`config.mk`:
```
export PLATFORM = sky130hd
export DESIGN_NAME = makestuff_chunk_framer
export DESIGN_NICKNAME = d
export VERILOG_FILES = /design/src/rtl/makestuff_chunk_framer_pkg.sv /design/src/rtl/makestuff_chunk_framer_timer.sv /design/src/rtl/makestuff_chunk_framer.sv
export SDC_FILE = /design/constraint.sdc
export NUM_CORES = 1
export LEC_CHECK = 0
export BUFFER_PORTS_ARGS = -buffer_cell sky130_fd_sc_hd__buf_2
export CORE_MARGIN = 4
export CORE_UTILIZATION = 38
export CTS_CLUSTER_SIZE = 25
export DETAILED_ROUTE_END_ITERATION = 7
export HOLD_SLACK_MARGIN = 0.1
export PLACE_DENSITY_LB_ADDON = 0.08
export SETUP_SLACK_MARGIN = 0.2
export SYNTH_ARGS = -nofsm -noshare
export SYNTH_HDL_FRONTEND = slang
export SYNTH_HIERARCHICAL = 1
export SYNTH_SLANG_ARGS = --single-unit
```
`constraint.sdc`:
```
create_clock -name clk_in -period 4.9 [get_ports clk_in]
set_input_delay 0.245 -clock clk_in [delete_from_list [all_inputs] [get_ports clk_in]]
set_output_delay 0.245 -clock clk_in [all_outputs]
set_load 0.02 [all_outputs]
```
`src/rtl/makestuff_chunk_framer_pkg.sv`:
```
// Shared types and constants for the chunk framer.
package makestuff_chunk_framer_pkg;

    // Framer phases: wait for data, emit the length header, stream the payload.
    typedef enum logic [1:0] {
        IDLE,
        HEADER,
        BURST
    } framerState_t;

    // Bit position of the length field inside the header word.
    localparam int HDR_LEN_LSB = 0;

endpackage

```
`src/rtl/makestuff_chunk_framer_timer.sv`:
```
// Idle timer for partial-burst flushing. It counts consecutive enabled cycles
// and reports expiry once the count reaches TIMEOUT-1. The count restarts
// whenever the enable drops or clear is asserted.
module makestuff_chunk_framer_timer #(
    parameter int TIMEOUT = 16
) (
    input  logic clk_in,
    input  logic reset_n_in,
    input  logic enable,
    input  logic clear,
    output logic expired
);

    localparam int CW = (TIMEOUT > 2) ? $clog2(TIMEOUT) : 1;

    logic [CW-1:0] count;

    // Count enabled cycles; any gap or an explicit clear restarts from zero.
    always_ff @(posedge clk_in or negedge reset_n_in) begin
        // NOTE: sequential state uses non-blocking assignments so every flop samples pre-edge values.
        if (!reset_n_in) begin
            count <= '0;
        end else if (clear || !enable) begin
            count <= '0;
        end else begin
            count <= count + CW'(1);
        end
    end

    assign expired = (count == CW'(TIMEOUT - 1));

endmodule

```
`src/rtl/makestuff_chunk_framer.sv`:
```
// Chunk framer: pulls words from an upstream FIFO and emits them as bursts,
// each preceded by a header word carrying the burst length.
// Optional feature macro MAKESTUFF_CHUNK_FRAMER_TIMEOUT_EN: when defined, a
// partial burst is flushed after TIMEOUT idle cycles; otherwise only full
// CHUNKSIZE bursts are ever emitted.
module makestuff_chunk_framer
    import makestuff_chunk_framer_pkg::*;
#(
    parameter int WIDTH     = 32,
    parameter int DEPTH     = 4,
    parameter int CHUNKSIZE = (2**DEPTH) / 4,
    parameter int TIMEOUT   = 16
) (
    input  logic             clk_in,
    input  logic             reset_n_in,
    input  logic [DEPTH-1:0] depth_in,
    input  logic [WIDTH-1:0] iData_in,
    input  logic             iValid_in,
    input  logic             iValidChunk_in,
    output logic             iReady_out,
    output logic [WIDTH-1:0] oData_out,
    output logic             oValid_out,
    output logic             oSop_out,
    output logic             oEop_out,
    input  logic             oReady_in
);

    // Length values span 1..2**DEPTH, hence one bit wider than depth_in.
    localparam int LW = DEPTH + 1;

    framerState_t  state, stateNext;
    logic [LW-1:0] lengthQ, lengthNext;
    logic [LW-1:0] remainQ, remainNext;
    logic          flushReq;
    logic [LW-1:0] partialLen;

`ifdef MAKESTUFF_CHUNK_FRAMER_TIMEOUT_EN
    logic timerEnable;
    logic timerExpired;

    assign timerEnable = (state == IDLE) && iValid_in && !iValidChunk_in;

    makestuff_chunk_framer_timer #(
        .TIMEOUT(TIMEOUT)
    ) timer (
        .clk_in     (clk_in),
        .reset_n_in (reset_n_in),
        .enable     (timerEnable),
        .clear      (state != IDLE),
        .expired    (timerExpired)
    );

    assign flushReq = timerEnable && timerExpired;

    // Partial length: an occupancy of 0 means a full FIFO; never exceed one chunk.
    always_comb begin
        partialLen = (depth_in == '0) ? LW'(2**DEPTH) : LW'(depth_in);
        if (partialLen > LW'(CHUNKSIZE)) begin
            partialLen = LW'(CHUNKSIZE);
        end
    end
`else
    // Without the flush feature the occupancy and idle limit play no role.
    localparam int unusedTimeout = TIMEOUT;
    logic unusedDepth;
    assign unusedDepth = ^depth_in;
    assign flushReq    = 1'b0;
    assign partialLen  = '0;
`endif

    // State, captured burst length and remaining-word count.
    always_ff @(posedge clk_in or negedge reset_n_in) begin
        if (!reset_n_in) begin
            state   <= IDLE;
            lengthQ <= '0;
            remainQ <= '0;
        end else begin
            state   <= stateNext;
            lengthQ <= lengthNext;
            remainQ <= remainNext;
        end
    end

    // Next-state and output decode; payload is a zero-latency pass-through.
    always_comb begin
        // NOTE: every output gets a default first so no path through the case infers a latch.
        stateNext  = state;
        lengthNext = lengthQ;
        remainNext = remainQ;
        oData_out  = '0;
        oValid_out = 1'b0;
        oSop_out   = 1'b0;
        oEop_out   = 1'b0;
        iReady_out = 1'b0;

        unique case (state)
            IDLE: begin
                // A full chunk wins over a simultaneous timeout flush.
                if (iValidChunk_in) begin
                    stateNext  = HEADER;
                    lengthNext = LW'(CHUNKSIZE);
                end else if (flushReq) begin
                    stateNext  = HEADER;
                    lengthNext = partialLen;
                end
            end

            HEADER: begin
                oValid_out = 1'b1;
                oSop_out   = 1'b1;
                oData_out[HDR_LEN_LSB +: LW] = lengthQ;
                if (oReady_in) begin
                    stateNext  = BURST;
                    remainNext = lengthQ;
                end
            end

            BURST: begin
                oData_out  = iData_in;
                oValid_out = iValid_in;
                iReady_out = oReady_in;
                oEop_out   = iValid_in && (remainQ == LW'(1));
                if (iValid_in && oReady_in) begin
                    remainNext = remainQ - LW'(1);
                    if (remainQ == LW'(1)) begin
                        stateNext = IDLE;
                    end
                end
            end

            default: begin
                stateNext = IDLE;
            end
        endcase
    end

endmodule

```
# Yosys cells after proc, flatten, opt, wreduce, memory -nomap -nowiden
# Cells that the tools add are included.
# W data, S select, Z words.
[classes] add_sub_neg=1 n_eq_ne=7 muxes=14 reduce_logical=7
[op_table] operator="$mux W27" count=1
[op_table] operator="$pmux W5 S2" count=2
[op_table] operator="$mux W5" count=2
[op_table] operator="$mux W2" count=4
[op_table] operator="$ne A2 B2 Y1 const B" count=4
[op_table] operator="$pmux W2 S3" count=1
[op_table] operator="$eq A5 B1 Y1 const B" count=1
[op_table] operator="$sub A5 B1 Y5 const B" count=1
[op_table] operator="$reduce_and A4 Y1" count=1
[op_table] operator="$mux W1" count=3
[op_table] operator="$reduce_and A3 Y1" count=1
[op_table] operator="$eq A2 B1 Y1 const B" count=1
[op_table] operator="$eq A2 B2 Y1 const B" count=1
[op_table] operator="$logic_and A1 B1 Y1" count=2
[op_table] operator="$logic_not A2 Y1" count=1
[op_table] operator="$pmux W1 S2" count=1
[op_table] operator="$reduce_and A2 Y1" count=1
[op_table] operator="$reduce_bool A2 Y1" count=1
[totals] regBits=8 inputBits=41 out_inout_bits=36

# Depth between registers and ports, before layout
# Gate-level depths: netlist of the first run.
[logic_depth] word_depth=4 mapped_depth=6

# Least setup slack after synthesis of the first run
# No wires, ideal clock.
[synth_path] path_kind="flip-flop to flip-flop" start="register state[1]" end="register remainQ[2]" setup_ns=0.130 t_arrival_ns=1.668 setup_slack_ns=3.102 path_stages_with_launch=7 path_buffers=0 synth_period_minus_slack_ns=1.798 path_cell_list="dfrtp_1 -> inv_1 -> ha_1 -> or2b_2 -> a21oi_1 -> or3b_2 -> nand4_1"
[synth_via] elab_chain_len=3 word_cells_on_any_way=7
[synth_lines] element="start, declared" line="makestuff_chunk_framer.sv:31" source="framerState_t state, stateNext;"
[synth_lines] element="start signal, assigned" line="makestuff_chunk_framer.sv:78" source="state <= stateNext;"
[synth_lines] element="$eq A2 B2 Y1 / $eq A2 B1 Y1 (equally long branches)" line="makestuff_chunk_framer.sv:96" source="unique case (state)"
[synth_lines] element="$ne A2 B2 Y1 (no source line) / $reduce_bool A2 Y1 (equally long branches)"
[synth_lines] element="$reduce_and A3 Y1 (no source line)"
[synth_lines] element="end signal, assigned" line="makestuff_chunk_framer.sv:80" source="remainQ <= remainNext;"
[synth_lines] element="end, declared" line="makestuff_chunk_framer.sv:33" source="logic [LW-1:0] remainQ, remainNext;"
# Several ways; a longest one is shown, not always the timed one.
# A chain may end at the register's enable or synchronous reset.

# Worst setup path in the final report of the first run
[layout_path] start="register state[0]" end="register remainQ[2]"
# The elaborated chain is that of the path after synthesis.

==> results of run 1 <==
synth_stat cells:
cell / instances
a21boi_0: 1
a21o_1: 1
a21oi_1: 2
a22oi_1: 1
and2_1: 32
and3_1: 1
clkbuf_1: 4
dfrtp_1: 8
ha_1: 6
inv_1: 4
mux2_1: 2
mux2i_1: 1
nand2_1: 11
nand2_2: 1
nand2b_1: 1
nand3_1: 1
nand3b_1: 2
nand4_1: 1
nand4_2: 1
nand4b_1: 1
nor2_1: 2
nor2b_1: 3
nor4_1: 1
o21ai_0: 1
or2b_1: 1
or2b_2: 1
or3_1: 1
or3b_2: 1
or4b_4: 1
worst reg2reg max path: stages, from the launching register on:
cell     delay, ns
dfrtp_1       0.39
inv_1         0.11
ha_1          0.86
nor2b_1       0.14
a21oi_1       0.47
or3b_2        0.21
nand4_1       0.09
through the flow:
step                      power (mW)  area [um^2]  util [%]  setup slack, ns
after floorplan                0.426          761         -             3.10
after global placement         0.539         1140      63.1             2.57
after detailed placement       0.550         1140      63.1             2.49
after CTS                      0.607         1170      64.9             2.46
after global routing           0.658         1170      64.9             2.16
final                          0.599         1170      64.9             2.49
timing repair:
action	4_1_cts	5_1_grt
hold endpoints to repair	8	0
gates resized for setup	0	0
hold buffers	1	0
sequential cells by signal, indices dropped and copies added (netlist names):
| name | flops |
|---|---|
| remainQ | 5 |
| lengthQ | 1 |
| state | 2 |
routing by layer:
layer | vias up | wire, um | part of all wire (%) | global-route usage [%]
li1 | 447 | - | - | -
met1 | 373 | 878 | 40 | 20.6
met2 | 46 | 1130 | 51 | 28.7
met3 | 2 | 204 | 9.2 | 5.13
met4 | 0 | 4 | 0.18 | 2.55
met5 | - | 0 | 0 | 0
logic make-up (layout without fill, tap and decap cells):
kind of cell / after synthesis / in the layout / share of synthesized area, %
flip-flops: 8 / 8 / 26.3
adder cells (fa/ha/maj): 6 / 6 / 9.87
multiplexers: 3 / 3 / 4.28
AND/OR/NAND/NOR: 63 / 63 / 50.7
AO/OA/AOI/OAI: 6 / 6 / 4.93
buffers and inverters: 8 / 80 / 3.95
layout make-up:
type	instances	area, um^2	share of cell area (%)
Clock buffer	3	22.5	1.93
Inverter	4	15.0	1.28
Multi-Input combinational cell	78	531	45.3
Sequential cell	8	200	17.1
Tap cell	25	31.3	2.67
Timing Repair Buffer	73	370	31.7
worst min-delay path by stage:
stage / start / to / depth (start not counted)
after floorplan: reset_n_in / lengthQ[2] / 0
after global placement: reset_n_in / remainQ[1] / 1
after detailed placement: reset_n_in / remainQ[1] / 1
after CTS: iValidChunk_in / lengthQ[2] / 2
after global routing: iValidChunk_in / lengthQ[2] / 2
final: iValidChunk_in / lengthQ[2] / 2
where the power goes:
part	total [mW]	leakage (nW)	internal (mW)	switching (mW)
registers	0.114	0.0989	0.0909	0.0226
logic	0.435	0.579	0.177	0.258
clock network	0.0500	0.0138	0.0280	0.0220
total	0.599	0.692	0.296	0.303
==> flow_results.org, run 1 <==
** Cells and area
- Of the cells placed in the final design, the portion with a size suffix greater than 1 is 48.2%.
- Relative to the synthesized area, the layout overhead comes to 53.8%.
- The library cell used most frequently in the layout, excluding fill and tap cells, is buf_2.
- Top library cells by usage in the layout, fill and taps aside :: buf_2 (72), and2_1 (32), nand2_1 (11)
- # diodes :: 0
- Filler cell count in the final layout :: 179
- Post-layout nets :: 215
- Post-Layout Cell Count :: 191

** Routing
- In the final routed layout, each cell accounts on average for 11.6 um.
- DR iter-0 viols :: 10
- Overall via count from detail_route :: 868
- Routed Antenna Nets :: 0
- After detailed routing, the number of vias per cell comes to 4.54.
- In the routed design, unresolved DRC markers number 0.
- DRT Wirelength :: 2220 um
- Detailed-routing iteration count for the pre-antenna-repair pass :: 4

** Critical path
- The largest single stage delay on the critical path is 0.86 ns.
- Together, buffers and inverters on the worst path number 1.
- End point of the critical path :: remainQ[2]
- The most critical setup path has its startpoint at state[0].
- The worst setup path is of the reg -> reg kind.
- The endpoint identified for the worst register-to-register timing path is remainQ[2].
- The startpoint identified for the worst register-to-register timing path is state[0].
- Among all stages on the critical path, the largest delay is contributed by ha_1.
- The worst register-to-register path has a setup slack of 2.49 ns.
- Broken down by cell family, the worst path's largest delay share belongs to adder cells.
- The signal on the critical path passes through inv_1 -> ha_1 -> nor2b_1 -> a21oi_1 -> or3b_2 -> nand4_1.
- Worst-path maximum fanout :: 43
- The worst setup path is launched from a flip-flop.
- The worst setup path is captured at a flip-flop.
- Counting buffers and inverters, the worst setup path is 6 cells deep.
- Depth of the most critical reg-to-reg path :: 6
- Worst Path Required :: 5.02 ns
- Crit path DAT :: 2.53 ns

** Hold path
- In this run the worst hold path is classified as in -> reg.

** Synthesis
- Cell count after synthesis :: 94
- In this run the biggest area consumer among cell types represents 26.3% of the synthesized area.
- Cell Area, Synth :: 761 um^2
- Seq cells post-synth :: 8
- Synth top area cells :: and2_1 (26%), dfrtp_1 (26%), ha_1 (9.9%)
- After synthesis, the mean cell area works out to 8.09 um^2.
- Library cell with the largest summed area after synthesis :: and2_1
- Number of distinct library cells after synthesis :: 29
- Net Count, Synth :: 141
- Of the synthesized area, sequential elements account for 26.3%.
- For this run, the number of Yosys warnings is 6.

** Placement
- Number of buffers inserted by port buffering :: 72
- Including well taps, the total number of placed cells is 187.
- HPWL reported at the end of detailed placement :: 1810 um
- Weighted congestion at the end of routability-driven global placement :: 0.721

** CTS
- Clock tree synthesis inserted a total of 3 buffers.
- Postcts setup bufs :: 0
- Clock latency on the worst-skew pair :: 0.25 ns
- Clock Pin Slew Worst Setup and Hold Paths :: 0.05 ns
- Library cell used as clock root buffer :: clkbuf_4
- TritonCTS built the clock tree.
- Maximum clock insertion buffer count :: 2
- The clock drives 8 sinks.
- Maximum level of the CTS H-tree :: 1

** Timing
- In the final timing run, aggregate negative setup slack is 0 ns.
- Setup violators final :: 0
- Worst relative slew slack :: 29.5%
- Actual transition at the worst max-transition pin :: 1.06 ns
- Part of the cycle the worst path needs :: 49.2%
- RSZ-0062 raised after global routing :: no
- Largest clock skew in the final design :: 0.00914 ns
- Final hold viol count :: 0
- Number of max-slew violations in the final report :: 0
- Based on the critical path, the design can be clocked at up to 0.415 GHz.
- Shortest clock period the worst path allows after layout :: 2.41 ns
- Post-route worst hold slack :: 0.224 ns

** Floorplanning
- In this run the core area contains 15 standard-cell rows.
- Starting density of the core :: 42.2%
- Horiz. Die Dim :: 52.7 um
- Full die area :: 2780 um^2
- The die is 52.7 um tall.
- Core region area :: 1800 um^2
- In this run the count of I/O pins placed on the die edge is 77.

** Global routing
- After global routing the overflow that remains totals 0.
- The first global-routing pass estimated 3540 um of wire.
- Largest net degree at the start of global routing :: 44
- The via count of the first global-routing pass came to 864.
- The number of antenna violations at the first check in global routing is 0.
- Across every metal layer, demand over resource in global routing totals 16.7%.

** Power and ir drop
- Cell area power density :: 512 nW/um^2
- Largest vdd supply drop :: 0.304 mV
- For this design the static power due to leakage is 0.692 nW.

** Run status
- The run finished with clean final reports.

** Run
- Maximum capacitance violations :: 0
Power figures use the tool's default switching activity.
==> run 2, diff against run 1 <==
--- a/config.mk
+++ b/config.mk
@@ -7,7 +7,7 @@
 export LEC_CHECK = 0
 export BUFFER_PORTS_ARGS = -buffer_cell sky130_fd_sc_hd__buf_2
 export CORE_MARGIN = 4
-export CORE_UTILIZATION = 38
+export CORE_UTILIZATION = 35
 export CTS_CLUSTER_SIZE = 25
 export DETAILED_ROUTE_END_ITERATION = 7
 export HOLD_SLACK_MARGIN = 0.1
==> constraint.sdc (replaced) <==
create_clock -name clk_in -period 2.3 [get_ports clk_in]
set_input_delay 0.115 -clock clk_in [delete_from_list [all_inputs] [get_ports clk_in]]
set_output_delay 0.115 -clock clk_in [all_outputs]
set_load 0.02 [all_outputs]
==> run 2 against run 1 <==
Effect of this change:
- utilization is 6.1 points lower
- routed wire length up 2.2%
- total power up 110%
==> flow_results.org, run 2 (synthesis results as in run 1) <==
** CTS
- Clock sink count :: 8 (unchanged)
- Maximum clock insertion buffer count :: 2 (unchanged)
- The tree is rooted in a clkbuf_4.
- CTS tree :: built
- Clock Pin Slew Worst Setup and Hold Paths :: 0.06 ns (about the same)
- Postcts setup bufs :: 0 (unchanged)
- The number of H-tree levels was 1 (unchanged).
- The number of resized instances in the post-cts repair step came to 0 (unchanged).
- The insertion delay of the later-clocked pin in the worst-skew pair is 0.26 ns (about the same).
- The number of buffers created by CTS is 3 (unchanged).

** Global routing
- Via count of the first global-routing pass :: 771 (-11%)
- Wire length of the first global-routing pass :: 3220 um (-9.0%)
- The number of antenna violations at the first check in global routing is 0 (unchanged).
- Global route overflow :: 0 (unchanged)
- Overall global routing resource usage :: 15.2% (-1.4 points)
- The largest net degree at the start of global routing is 36 (-18%).

** Critical path
- The largest fanout on the critical path came to 35 (-19%).
- Worst Path Required :: 2.18 ns (-2.84 ns)
- The arrival time at the worst endpoint is 1.81 ns (-0.72 ns).
- STA classifies the critical path startpoint as a flip-flop.
- Setup Crit Path Kind :: reg -> out
- Register-to-register setup slack :: 0.40 ns (-2.09 ns)
- STA classifies the critical path endpoint as an output pin.

** Placement
- The number of buffer cells added on primary ports came to 72 (unchanged).
- HPWL reported at the end of detailed placement :: 1940 um (+7.2%)
- DP Cell Count :: 190 (+1.6%)
- Weighted congestion at the end of routability-driven global placement :: 0.786 (+8.9%)

** Run status
- Run status :: finished, final reports clean

** Power and ir drop
- Total power after layout :: 1.27 mW (+110%)
- P_sw :: 638 uW (+110%)
- Internal portion of total power :: 636 uW (+110%)
- The largest voltage drop on the vdd net was 0.858 mV (+180%).
- The power per standard cell area was 1070 nW/um^2 (+110%).
- Share of power burned in the clock network :: 8.5% (about the same)
- Sw frac :: 50.1% (-0.49 points)
- The cell leakage power is 0.702 nW (+1.4%).
- The power share of the combinational group came to 72.9% (+0.2 points).
- The sequential cell fraction of total power is 18.6% (-0.4 points).

** Timing
- The final-layout worst hold slack came to 0.229 ns (+0.00532 ns).
- Shortest clock period the worst path allows after layout :: 1.92 ns
- RSZ-0062 raised after global routing :: no
- The actual slew at the worst max-slew pin came to 0.469 ns (-0.588 ns).
- Setup violators final :: 0 (unchanged)
- The worst-case headroom to the max-slew limit was 68.8% (+39 points).
- Largest clock skew in the final design :: 0.00444 ns (-0.00470 ns)
- Based on the critical path, the design can be clocked at up to 0.520 GHz.
- Part of the cycle the worst path needs :: 83.6%
- Number of max-slew violations in the final report :: 0 (unchanged)
- Setup Total Neg Slack :: 0 ns (unchanged)
- The number of failing hold endpoints at the final stage is 0 (unchanged).

** Cells and area
- The final non-filler cell total is 195 (+2.1%).
- Regs by FF count :: remainQ: 5 flops, state: 2 flops, lengthQ: 1 flops
- Commonest non-fill, non-tap cell in the layout :: buf_2
- The share of layout cells above drive strength 1 is 48.2% (about the same).
- The core utilization of the finished layout came to 58.8% (-6.1 points).
- Area added between synthesis and finish :: 56.4%
- The net count reported at finish is 217 (+0.93%).
- The count of inserted antenna diode cells came to 0 (unchanged).
- Top library cells by usage in the layout, fill and taps aside :: buf_2 (72), and2_1 (32), nand2_1 (11)
- Most flop-heavy register :: remainQ
- The number of flip-flops under the largest register name was 5 (unchanged).

** Floorplanning
- The total die area came to 2980 um^2 (+7.3%).
- The die width was 54.6 um (+3.6%).
- Core region area :: 2020 um^2 (+12%)
- The number of primary I/O pins is 77 (unchanged).
- The die span in y came to 54.6 um (+3.6%).
- Starting density of the core :: 37.6% (-4.6 points)
- The placement row count was 16 (+1).

** Run
- Maximum capacitance violations :: 0 (unchanged)

** Routing
- The number of search-and-repair iterations in the first detailed-routing pass came to 4 (unchanged).
- DRC violation count after routing :: 0 (unchanged)
- Overall via count from detail_route :: 888 (+2.3%)
- The number of routed nets with antenna violations was 0 (unchanged).
- The detailed-route vias per instance is 4.55 (+0.21%).
- DR iter-0 viols :: 4 (-6)
- WL per Instance :: 11.6 um (+0.12%)
- DRT Wirelength :: 2260 um (+2.2%)

** Hold path
- The path class of the tightest hold or removal check is in -> async.
==> run 2: cell count changes in the layout (fill, tap and decap cells not counted) <==
| cell | change |
|---|---|
| buf_4 | +1 |
| dlygate4sd3_1 | +1 |
==> run 2: worst max-delay path, cell delays in order (launching register included) <==
cell and delay, ns:
dfrtp_1 0.39, inv_1 0.11, ha_1 0.35, buf_4 0.32, a21oi_1 0.10, nor2b_1 0.11, buf_2 0.17
==> run 2: path summary, 6_finish.rpt <==
check,startpoint,to,cells past startpoint
max,state[0],oValid_out,6
max in group asynchronous,reset_n_in,remainQ[4],2
max reg2reg,state[1],remainQ[2],6
min reg2reg,remainQ[1],remainQ[1],2
min,reset_n_in,state[0],2
min in group clk_in,iValid_in,remainQ[0],4
==> run 2: what timing repair did <==
| action | 4_1_cts | 5_1_grt |
|---|---|---|
| setup endpoints to repair | 0 | 0 |
| hold buffers | 2 | 0 |
| endpoints found under the hold margin | 9 | 0 |
==> run 2: layer usage <==
metal | wire length (um) | global-route usage, % | share of wire [%]
met4 | 34 | 8.71 | 1.5
met5 | 0 | 0 | 0
met2 | 1130 | 28.5 | 50
met3 | 309 | 4.36 | 14
met1 | 791 | 14.5 | 35
==> run 2: layout make-up <==
cell class                      count  area [um^2]
Tap cell                           27         33.8
Fill cell                         202          832
Inverter                            4         15.0
Timing Repair Buffer               75          388
Multi-Input combinational cell     78          531
Sequential cell                     8          200
Clock buffer                        3         22.5
==> run 2: metrics by stage <==
stage / area, um^2 / setup WS [ns]
after floorplan: 761 / 0.502
after detailed placement: 1150 / 0.404
final: 1190 / 0.378
after CTS: 1190 / 0.359
after global placement: 1150 / 0.465
after global routing: 1190 / 0.238
==> run 2: power groups by stage <==
stage | clock (mW) | combinational (mW) | sequential, mW
4_1_cts | 0.118 | 0.943 | 0.238
3_5_place_dp | 0 | 0.936 | 0.241
2_1_floorplan | 0 | 0.678 | 0.229
6_report | 0.108 | 0.928 | 0.238
5_1_grt | 0.123 | 1.03 | 0.249
3_3_place_gp | 0 | 0.917 | 0.238
